### config.mk
export PLATFORM = sky130hd
export DESIGN_NAME = id_fsm_core_flat
export DESIGN_NICKNAME = d
export VERILOG_FILES = /design/src/rtl/id_fsm_core_if.sv /design/src/rtl/id_fsm_core.sv /design/src/flat_wrapper.sv
export SDC_FILE = /design/constraint.sdc
export NUM_CORES = 1
export LEC_CHECK = 0
export CORE_AREA = 2 2 39 41
export DETAILED_ROUTE_END_ITERATION = 10
export DIE_AREA = 0 0 41 43
export PLACE_DENSITY = 0.39
export SYNTH_ARGS = -nofsm -noshare
export SYNTH_HDL_FRONTEND = slang
export SYNTH_SLANG_ARGS = --single-unit
### constraint.sdc
create_clock -name clk -period 3.3 [get_ports clk]
set_clock_uncertainty 0.05 [all_clocks]
set_input_delay 0.99 -clock clk [delete_from_list [all_inputs] [get_ports clk]]
set_output_delay 0.99 -clock clk [all_outputs]
set_load 0.05 [all_outputs]
### src/rtl/id_fsm_core_if.sv
// Character stream into the identifier recogniser and the identifier flag back out.
// char_code carries the spec's `char` (a reserved word in SystemVerilog).
interface id_fsm_core_if;
    logic [7:0] char_code;
    logic       out;

    modport master (output char_code, input out);
    modport slave  (input char_code, output out);
endinterface

### src/rtl/id_fsm_core.sv
// Streaming identifier recogniser: out=1 while the token since the last delimiter is letter{letter|digit}.
// Optional macro ID_UNDERSCORE_EN: when defined, '_' (0x5F) is treated as a letter.

// state    | meaning
// S_START  | no token in progress, out=0
// S_LETTER | valid identifier, last char a letter, out=1
// S_DIGIT  | valid identifier, last char a digit, out=1
// S_ERR    | token started with a digit, out=0 until next delimiter
module id_fsm_core (
    input  logic           clk,
    input  logic           rst_n,
    id_fsm_core_if.slave   bus
);
    typedef enum logic [1:0] {
        S_START  = 2'b00,
        S_LETTER = 2'b01,
        S_DIGIT  = 2'b10,
        S_ERR    = 2'b11
    } state_t;

    state_t state;
    state_t nxt;
    logic   is_letter;
    logic   is_digit;

    always_comb begin
        is_letter = ((bus.char_code >= 8'h41) && (bus.char_code <= 8'h5A)) ||
                    ((bus.char_code >= 8'h61) && (bus.char_code <= 8'h7A));
`ifdef ID_UNDERSCORE_EN
        if (bus.char_code == 8'h5F) is_letter = 1'b1;
`else
        is_letter = is_letter;
`endif
        is_digit  = (bus.char_code >= 8'h30) && (bus.char_code <= 8'h39);
    end

    always_comb begin
        nxt = S_START;
        case (state)
            S_START: begin
                if (is_letter)     nxt = S_LETTER;
                else if (is_digit) nxt = S_ERR;
                else               nxt = S_START;
            end
            S_LETTER, S_DIGIT: begin
                if (is_letter)     nxt = S_LETTER;
                else if (is_digit) nxt = S_DIGIT;
                else               nxt = S_START;
            end
            S_ERR: begin
                if (is_letter || is_digit) nxt = S_ERR;
                else                       nxt = S_START;
            end
            default: nxt = S_START;
        endcase
    end

    // out is registered alongside the state so it never depends combinationally on char_code
    always_ff @(posedge clk or negedge rst_n) begin
        if (!rst_n) begin
            state   <= S_START;
            bus.out <= 1'b0;
        end else begin
            state   <= nxt;
            bus.out <= (nxt == S_LETTER) || (nxt == S_DIGIT);
        end
    end
endmodule

### src/flat_wrapper.sv
// flat-port wrapper written by rule: the top's interface ports become plain ports
module id_fsm_core_flat 
  (clk, rst_n, bus_char_code, bus_out);
  id_fsm_core_if bus_i ();
  input  logic clk;
  input  logic rst_n;
  input wire logic [$bits(bus_i.char_code)-1:0] bus_char_code;
  output wire logic [$bits(bus_i.out)-1:0] bus_out;
  assign bus_i.char_code = bus_char_code;
  assign bus_out = bus_i.out;
  id_fsm_core u_core (.clk(clk), .rst_n(rst_n), .bus(bus_i));
endmodule
**After elaboration in Yosys (flattened, before gate mapping)**

Index checks and enable logic that the tools add are counted.

- Register bits: 3
- Input port bits: 10
- Output and inout bits: 1
- Logic and storage cells: 27

- Order comparisons: 6
- Equality and inequality tests: 5
- Muxes and demuxes: 6
- Reduce and logical (&&, ||, !) cells: 8

Operators by type and width:

| operator | number |
|---|---|
| >= comparator 8 x 7 -> 1 bit (second input constant) | 2 |
| <= comparator 8 x 7 -> 1 bit (second input constant) | 2 |
| 2-to-1 mux 2 bit | 5 |
| >= comparator 8 x 6 -> 1 bit (second input constant) | 1 |
| <= comparator 8 x 6 -> 1 bit (second input constant) | 1 |
| equality test 2 bit (second input constant) | 3 |
| one-hot mux 2 bit (3 select lines) | 1 |
| equality test 2 x 1 -> 1 bit (second input constant) | 2 |
| logical AND 1 bit | 3 |
| logical OR 1 bit | 3 |
| logical NOT 2 bit | 1 |
| OR reduction 2 bit | 1 |

**Logic depth before layout (Yosys ltp)**

- Depth after elaboration: 8
- Gate-level depth with buffers: 5
- Depth with buffers taken out: 5

**Least setup slack after synthesis**

OpenSTA, ideal clock, no wires.

- Path type: input to register
- Start point: input port bus_char_code[1]
- End point: register u_core.bus.out
- Setup time: 121 ps
- Arrival time: 1745 ps
- Required time: 3129 ps
- Slack: 1384 ps
- Stages on the path: 4
- Path buffers: 0
- Cells stage by stage: or2_4 -> o41ai_2 -> nor2_1 -> a22o_1

- Cells in the longest elaborated chain, start to end: 8
- Elaborated cells on any way between the ends: 20
- Those cells by class: 6 x order compare; 2 x eq/ne; 6 x mux; 6 x reduce/logical

Ends and longest elaborated chain:

| what | line | text |
|---|---|---|
| from (decl) | flat_wrapper.sv:7 | `input wire logic [$bits(bus_i.char_code)-1:0] bus_char_code;` |
| >= comparator 8 x 7 -> 1 bit (tied with other cells) | id_fsm_core.sv:27 | `is_letter = ((bus.char_code >= 8'h41) && (bus.char_code <= 8'h5A)) \|\|` |
| logical AND 1 bit (on tied branches) | id_fsm_core.sv:27, id_fsm_core.sv:28 |  |
| logical OR 1 bit | id_fsm_core.sv:27 |  |
| logical OR 1 bit | id_fsm_core.sv:51 | `if (is_letter \|\| is_digit) nxt = S_ERR;` |
| 2-to-1 mux 2 bit | id_fsm_core.sv:51 |  |
| one-hot mux 2 bit (3 select lines) * | id_fsm_core.sv:39 | `case (state)` |
| equality test 2 x 1 -> 1 bit or equality test 2 bit (tied branches) | id_fsm_core.sv:65 | `bus.out <= (nxt == S_LETTER) \|\| (nxt == S_DIGIT);` |
| logical OR 1 bit * | id_fsm_core.sv:65 |  |
| to (signal assigned) | id_fsm_core.sv:65 |  |
| to (decl) | id_fsm_core_if.sv:8 | `modport slave (input char_code, output out);` |

Every way passes the cells marked *; elsewhere a longest branch is shown, timed or not.

**Worst setup path after layout**

- Start point: register u_core.bus.out
- End point: output port bus_out

RTL lines:

| what | line | text |
|---|---|---|
| to (decl) | flat_wrapper.sv:8 | `output wire logic [$bits(bus_i.out)-1:0] bus_out;` |

No word-level cell between the ends.

==> impl_metrics.prom <==
# TYPE chip_impl_metric gauge
chip_impl_info{name="status",value="completed"} 1
chip_impl_metric{name="worst_pin_slew",unit="ns"} 0.490
chip_impl_metric{name="numClockSinks",unit=""} 3
chip_impl_metric{name="r2r.worst_path.cells",unit=""} 5
chip_impl_metric{name="floorplan.rows",unit=""} 14
chip_impl_metric{name="vias",unit=""} 212
chip_impl_metric{name="clock_insertion_delay_worst_skew",unit="ns"} 0.23
chip_impl_metric{name="portBuffers",unit=""} 10
chip_impl_metric{name="post-layout-total-power",unit="µW"} 137
chip_impl_info{name="worstPathCellList",value="clkdlybuf4s50_1"} 1
chip_impl_metric{name="final_hold_slack",unit="ns"} 0.661
chip_impl_metric{name="netlist_instances",unit=""} 24
chip_impl_info{name="final_common_cell",value="clkdlybuf4s50_1"} 1
chip_impl_metric{name="yosys_warnings",unit=""} 0
chip_impl_metric{name="global_route.usage.total",unit=""} 0.0762
chip_impl_info{name="critical_path.reg2reg.startpoint",value="u_core.state[0]"} 1
chip_impl_metric{name="path_max_fanout",unit=""} 1
chip_impl_metric{name="timing.reg2reg.setup_slack",unit="ns"} 2.13
chip_impl_metric{name="area_of_the_core_region",unit="mm²"} 0.00138
chip_impl_metric{name="area_growth_syn_to_layout",unit="%"} 63.2
chip_impl_metric{name="grt_max_degree",unit=""} 4
chip_impl_info{name="critPathLaunchType",value="flip-flop"} 1
chip_impl_metric{name="antenna_found_initial",unit=""} 0
chip_impl_metric{name="ys_seq_elements",unit=""} 3
chip_impl_metric{name="layout-drive-gt1-share",unit=""} 0.158
chip_impl_metric{name="die_height",unit="µm"} 43
chip_impl_metric{name="clk_path_buf_depth",unit=""} 2
chip_impl_metric{name="drt_iter0_drc",unit=""} 0
chip_impl_metric{name="first_global_vias",unit=""} 246
chip_impl_metric{name="timing.final.crit_share",unit=""} 0.719
chip_impl_info{name="critPathCaptureType",value="output pin"} 1
chip_impl_metric{name="leakagePower",unit="µW"} 0.000161
chip_impl_metric{name="finalSetupTns",unit="ns"} 0
chip_impl_metric{name="placement.cell_area",unit="µm²"} 352
chip_impl_metric{name="timing_hold_violations_final",unit=""} 0
chip_impl_metric{name="cts_inserted_buffers",unit=""} 3
chip_impl_metric{name="place_congestion",unit=""} 0.568
chip_impl_info{name="worst_path_max_delay_cell",value="clkdlybuf4s50_1"} 1
chip_impl_info{name="worstHoldPathType",value="flip-flop to flip-flop"} 1
chip_impl_metric{name="finish.net_count",unit=""} 51
chip_impl_metric{name="cp_data_arrival_time",unit="ns"} 1.33
chip_impl_info{name="timing.hold.worst.start",value="u_core.state[0]"} 1
chip_impl_metric{name="setup_viol_count_final",unit=""} 0
chip_impl_info{name="reg2reg_to",value="u_core.bus.out"} 1
chip_impl_metric{name="grt_first_pass_wirelength",unit="µm"} 862
chip_impl_metric{name="die_w",unit="µm"} 41
chip_impl_metric{name="netlist_area",unit="µm²"} 231
chip_impl_metric{name="worst-endpoint-required",unit="ns"} 2.26
chip_impl_metric{name="avg_cell_area_syn",unit="µm²"} 9.64
chip_impl_metric{name="cts.hold.buffers_added",unit=""} 0
chip_impl_metric{name="die_area",unit="mm²"} 0.00176
chip_impl_metric{name="initial_utilization",unit=""} 0.167
chip_impl_metric{name="number_of_max_cap_violations",unit=""} 0
chip_impl_info{name="unrepaired_setup_endpoints_after_global_routing",value="no"} 1
chip_impl_metric{name="timing.critical_path.buf_inv",unit=""} 1
chip_impl_metric{name="cts_post_setup_buffers_inserted",unit=""} 0
chip_impl_info{name="cts_tree",value="built"} 1
chip_impl_metric{name="mappedNetlistNets",unit=""} 36
chip_impl_metric{name="postCtsResizedCells",unit=""} 0
chip_impl_metric{name="drc_violations",unit=""} 0
chip_impl_metric{name="detail_route.vias_per_cell",unit=""} 3.93
chip_impl_metric{name="worst_slew_margin_relative_to_its_limit",unit=""} 0.672
chip_impl_metric{name="antenna_cells_inserted",unit=""} 0
chip_impl_info{name="layout_common_cells",value="clkdlybuf4s50_1, nor2_1, clkbuf_4, dfrtp_1"} 1
chip_impl_metric{name="drt-total-wl",unit="µm"} 485
chip_impl_metric{name="post_synth_num_cell_types",unit=""} 14
chip_impl_info{name="worst_path_dominant_cell_family",value="buffers and inverters"} 1
chip_impl_metric{name="finalCriticalPeriod",unit="ns"} 2.37
chip_impl_metric{name="hpwl",unit="µm"} 414
chip_impl_metric{name="design_area",unit="µm²"} 378
chip_impl_metric{name="detail-route-antenna-nets",unit=""} 0
chip_impl_metric{name="power_per_cell_area",unit="mW/mm²"} 363
chip_impl_metric{name="ioPinCount",unit=""} 11
chip_impl_metric{name="hold_path_depth",unit=""} 2
chip_impl_metric{name="cts.clk_slew.worst_paths",unit="ns"} 0.04
chip_impl_info{name="critical_path_class",value="flip-flop to output pin"} 1
chip_impl_metric{name="wire_per_inst",unit="µm"} 8.98
chip_impl_metric{name="total_iterations_of_the_first_detailed_routing_run",unit=""} 1
chip_impl_metric{name="worst_supply_voltage_drop_on_vdd",unit="µV"} 95.4
chip_impl_info{name="endpoint_worst_hold",value="u_core.state[1]"} 1
chip_impl_metric{name="max_freq",unit="GHz"} 0.421
chip_impl_metric{name="cts_htree_levels",unit=""} 1
chip_impl_metric{name="count_of_final_max_slew_check_failures",unit=""} 0
chip_impl_metric{name="synth-seq-area-share",unit=""} 0.324
chip_impl_metric{name="grt-ovfl-total",unit=""} 0
chip_impl_metric{name="slowest_delay",unit="ns"} 0.79
chip_impl_info{name="cts_root_buf",value="clkbuf_4"} 1
==> power breakdown <==
| group | total, µW | internal (µW) | switching [µW] |
|---|---|---|---|
| Sequential | 40.0 | 39.1 | 0.893 |
| Combinational | 32.4 | 17.5 | 14.9 |
| Clock | 64.9 | 45.4 | 19.5 |
| Total | 137 | 102 | 35.3 |
==> synthesized netlist by cell type <==
library cell  instances  area share
dfrtp_1               3        0.32
inv_1                 2       0.032
ha_1                  2        0.11
or2_4                 1       0.038
o21ai_0               2       0.043
o41ai_2               1       0.070
nor2b_1               1       0.027
a21oi_1               1       0.022
nor2_1                5       0.081
a2111oi_4             1        0.12
nand2_1               2       0.032
o21a_1                1       0.032
a21o_1                1       0.032
a22o_1                1       0.038
==> layout make-up <==
cell class,count,area (µm²)
well taps,16,20.0
flip-flops and latches,3,75.1
multi-input cells,19,149
repair buffers,10,100
fillers,148,1010
clock buffers,4,26.3
inverters,2,7.51
==> layer usage <==
| metal | routed length (µm) | share of wire | global-route usage |
|---|---|---|---|
| met2 | 253 | 0.52 | 0.119 |
| met3 | 48 | 0.099 | 0.0157 |
| met4 | 0 | 0 | 0.0800 |
| met1 | 182 | 0.38 | 0.0737 |
| met5 | 0 | 0 | 0 |
==> logic make-up (layout without fill, tap and decap cells) <==
kind of cell / count (synthesis) / count (layout) / synth area share
AO/OA/AOI/OAI: 8 / 8 / 0.357
adder cells (fa/ha/maj): 2 / 2 / 0.108
buffers and inverters: 2 / 16 / 0.0324
flip-flops: 3 / 3 / 0.324
AND/OR/NAND/NOR: 9 / 9 / 0.178
==> worst max path at each step <==
stage                           from        endpoint  slack, ns  cells past startpoint
global placement    bus_char_code[1]  u_core.bus.out       0.86                      5
floorplan           bus_char_code[1]  u_core.bus.out       1.38                      4
CTS                   u_core.bus.out         bus_out       0.91                      1
global route          u_core.bus.out         bus_out       0.88                      1
finish                u_core.bus.out         bus_out       0.93                      1
detailed placement  bus_char_code[1]  u_core.bus.out       0.88                      5
==> registers in the layout, indices dropped and copies added, names as in the netlist <==
name / count
u_core.bus.out: 1
u_core.state: 2
==> worst register-to-register path, stage by stage (launching register included) <==
cell and delay, ns:
dfrtp_1 0.34, inv_1 0.05, ha_1 0.29, nor2_1 0.10
nor2_1 0.05, a22o_1 0.18
==> metrics by stage <==
stage,instances,worst slack [ns],utilization
detailed placement,50,0.879,0.254
global placement,50,0.862,0.254
floorplan,24,1.38,-
CTS,54,0.906,0.273
global route,54,0.875,0.273
finish,54,0.927,0.273
Power figures use the tool's default switching activity.
==> RTL change 1, RTL diff (config.mk and constraints unchanged) <==
Encoding of `state_t`: now one-hot (4 bits for 4 states).
--- a/src/rtl/id_fsm_core.sv
+++ b/src/rtl/id_fsm_core.sv
@@ -11,11 +11,11 @@
     input  logic           rst_n,
     id_fsm_core_if.slave   bus
 );
-    typedef enum logic [1:0] {
-        S_START  = 2'b00,
-        S_LETTER = 2'b01,
-        S_DIGIT  = 2'b10,
-        S_ERR    = 2'b11
+    typedef enum logic [3:0] {
+        S_START  = 4'b0001,
+        S_LETTER = 4'b0010,
+        S_DIGIT  = 4'b0100,
+        S_ERR    = 4'b1000
     } state_t;
 
     state_t state;
Function: same outputs for any inputs over 10 cycles, from zero or initial values and one cycle with rst_n low; not proved beyond that.
==> RTL change 1 against the unedited design <==
Area after synthesis grew 43%. Global-route usage grew 2.1 points. Utilization grew 6.6 points. Final area grew 24%. Worst setup slack lost 0.13 ns. Total power grew 35%. Sequential cell count grew 2. Die area is the same. Routed wire length grew 40%. Critical endpoint is now u_core.bus.out. Largest cell class unchanged. Largest power group is now sequential cells.
==> RTL change 1: results (changes against the unedited design) <==
status - finished clean
worst skew pair latency - 0.24 ns
CP delay by family, top - simple AND/OR/NAND/NOR gates
All-Layer GR Usage - 9.74% (+2.1 points)
maximum vdd drop - 0.0895 mV (-6.1%)
Final nets - 62 (+22%)
Synth Area in Compound Gates - 20.4% (-15 points)
top_reg_cell synth - dfrtp_1
vias in the first global route - 307 (+25%)
cts repair resizes - 0 (unchanged)
Min-Delay Path Class - reg -> reg
global placer's final weighted congestion - 0.643 (+13%)
largest net degree at the start of global routing - 10 (+6)
crit path max fanout - 4 (+3)
largest registers - u_core.state x4, u_core.bus.out x1
post-detail-place hpwl - 558 um (+35%)
FF-to-FF path depth - 3 (-2)
Post-Syn Instances - 39 (+63%)
Distinct cells, synth - 20 (+6)
syn nets - 49 (+36%)
Post-Synth Adder-Cell Area - 0% (-11 points)
share of layout cells above drive strength 1 - 13.7% (-2.1 points)
Longest Clk Path Bufs - 2 (unchanged)
WP data arrival - 2.56 ns (+1.23 ns)
worst-margin pin slew - 0.485 ns (-0.00524 ns)
DRT Pass-1 Iters - 4 (+3)
dpl cells - 63 (+26%)
CTS Root Cell - clkbuf_4
Detailed Route Iter0 Violations - 7 (+7)
post-synthesis sequential area ratio - 38.1% (+5.7 points)
dpl ws - 0.551 ns (-0.328 ns)
top cells by area, synth - dfrtp_1 (30%), dfstp_2 (7.9%), xor2_1 (7.9%)
DP Area - 443 um2 (+26%)
WL per Instance - 10.2 um (+13%)
CP max stage delay - 0.56 ns (-0.23 ns)
Leakage Power - 0.184 nW (+15%)
Buffers on Ports - 10 (unchanged)
top cells by count, synth - o21ai_0 (5), dfrtp_1 (4), nand2_1 (4)
total wire length - 681 um (+40%)
antenna violations before repair - 0 (unchanged)
xor/xnor share of the synthesized area - 7.92% (+7.9 points)
vias per cell - 4.85 (+24%)
first-pass GRT wire length - 1120 um (+30%)
slowest stage cell, crit path - or4_4
==> RTL change 1: logic make-up (layout without fill, tap and decap cells) <==
kind of cell / count (synthesis) / count (layout)
AO/OA/AOI/OAI: 10 / 10
AND/OR/NAND/NOR: 19 / 19
buffers and inverters: 2 / 14
flip-flops: 5 / 5
XOR/XNOR: 3 / 3
==> RTL change 1: report_power, final <==
part	internal, mW	total, mW	switching [mW]
Clock	0.0457	0.0702	0.0245
Combinational	0.0220	0.0407	0.0187
Sequential	0.0670	0.0747	0.00770
==> RTL change 1: path summary, 6_finish.rpt <==
kind                              endpoint             start  slack (ns)
hold / removal             u_core.state[0]   u_core.state[2]        0.56
max in group asynchronous  u_core.state[0]             rst_n        2.04
setup / recovery            u_core.bus.out  bus_char_code[4]        0.80
min in group asynchronous  u_core.state[3]             rst_n        0.91
setup reg to reg            u_core.bus.out   u_core.state[0]        1.94
hold reg to reg            u_core.state[0]   u_core.state[2]        0.56
==> RTL change 1: area by class of cell <==
type / instances / area, um2
clock buffers: 4 / 26.3
fillers: 139 / 915
multi-input cells: 32 / 196
flip-flops and latches: 5 / 126
well taps: 16 / 20.0
repair buffers: 10 / 100
==> RTL change 1: worst reg2reg max path, stage by stage, from the launching register on <==
cell      delay [ns]
dfstp_2         0.60
nand2b_1        0.15
nor3_1          0.06
or3_1           0.37
==> RTL change 1: routing by layer <==
metal | vias up | share of wire (%) | global-route usage [%]
li1 | 166 | - | -
met3 | 2 | 6.2 | 1.57
met4 | 0 | 2.1 | 10.0
met2 | 9 | 49 | 13.8
met1 | 148 | 43 | 11.3
met5 | - | 0 | 0
==> RTL change 2, RTL diff (same flow settings) <==
Without the edit above. The option `ID_UNDERSCORE_EN` is turned on by a define.
--- a/src/rtl/id_fsm_core.sv
+++ b/src/rtl/id_fsm_core.sv
@@ -6,6 +6,8 @@
 // S_LETTER | valid identifier, last char a letter, out=1
 // S_DIGIT  | valid identifier, last char a digit, out=1
 // S_ERR    | token started with a digit, out=0 until next delimiter
+`define ID_UNDERSCORE_EN
+
 module id_fsm_core (
     input  logic           clk,
     input  logic           rst_n,
Check against the original RTL: not equivalent (Yosys sat finds a counterexample within 4 cycles, from zero or initial values and one cycle with rst_n low).
==> RTL change 2 against the unedited design <==
Combinational power grew 4%. Sequential cell count is the same. Global-route usage grew 1.7 points. Worst setup slack gained 0.0053 ns. Final area grew 2.6%. Area after synthesis grew 4.3%. Total power is essentially flat. Routed wire length grew 17%.
==> RTL change 2: results (changes against the unedited design) <==
Distinct cells, synth - 16 (+2)
syn nets - 36 (unchanged)
DRT Pass-1 Iters - 2 (+1)
largest registers - u_core.state x2, u_core.bus.out x1
Slew HR - 67.3% (+0.081 points)
Leakage Power - 0.161 nW (+0.27%)
global-route track usage on met1 - 8.77% (+1.4 points)
Final nets - 51 (unchanged)
status - finished clean
routing usage on met2 - 15.0% (+3.1 points)
post-synthesis sequential area ratio - 31.1% (-1.3 points)
top cells by count, synth - dfrtp_1 (3), nor2_1 (3)
share of layout cells above drive strength 1 - 15.8% (unchanged)
Min-Delay Path Class - reg -> reg
post-detail-place hpwl - 485 um (+17%)
DP Area - 362 um2 (+2.8%)
diodes inserted - 0 (unchanged)
maximum vdd drop - 0.179 mV (+88%)
vias per cell - 4.22 (+7.5%)
crit path max fanout - 1 (unchanged)
global placer's final weighted congestion - 0.661 (+16%)
htree depth - 1 (unchanged)
met3 wire length - 2 um (-96%)
total wire length - 568 um (+17%)
CTS Root Cell - clkbuf_4
Buffers on Ports - 10 (unchanged)
grt total ovfl - 0 (unchanged)
antenna violations before repair - 0 (unchanged)
Int Pwr - 0.102 mW (+0.40%)
largest net degree at the start of global routing - 5 (+1)
first-pass GRT wire length - 1040 um (+20%)
M1 WL - 222 um (+22%)
Syn Area/Cell - 10.1 um2 (+4.3%)
Via Count - 228 (+7.5%)
cts repair resizes - 0 (unchanged)
met2 routed WL - 343 um (+36%)
Detailed Route Iter0 Violations - 1 (+1)
top cells by area, synth - dfrtp_1 (31%), a2111oi_4 (11%), ha_1 (10%)
Pwr Density - 354 nW/um2 (-2.5%)
All-Layer GR Usage - 9.37% (+1.7 points)
combinational power share - 24.4% (+0.8 points)
dpl ws - 0.740 ns (-0.139 ns)
CP delay by family, top - buffers and inverters
WP data arrival - 1.33 ns (about the same)
GRT met3 Usage - 3.14% (+1.6 points)
vias in the first global route - 273 (+11%)
Async SR Flop Fraction - 100% (unchanged)
==> RTL change 2: cells by family after synthesis <==
group | after synthesis | share of synthesized area (%)
AOI/OAI and AO/OA | 5 | 24.4
adders and majority gates | 2 | 10.4
and+or+nand+nor | 12 | 31.1
DFF | 3 | 31.1
buffers and inverters | 2 | 3.11
==> RTL change 2: final cells by class <==
class | count | area [um2]
fill | 145 | 996
multi-input combinational | 19 | 159
timing repair buffer | 10 | 100
sequential | 3 | 75.1
clock buffer | 4 | 26.3
tap | 16 | 20.0
inverter | 2 | 7.51
==> RTL change 2: path summary, 6_finish.rpt <==
path,from,to,slack [ns],cells after the start
min in group asynchronous,rst_n,u_core.state[1],0.89,1
max reg2reg,u_core.state[0],u_core.state[0],2.00,4
min reg2reg,u_core.state[1],u_core.state[1],0.68,2
min,u_core.state[1],u_core.state[1],0.68,2
max,u_core.bus.out,bus_out,0.93,1
max in group asynchronous,rst_n,u_core.bus.out,2.17,1
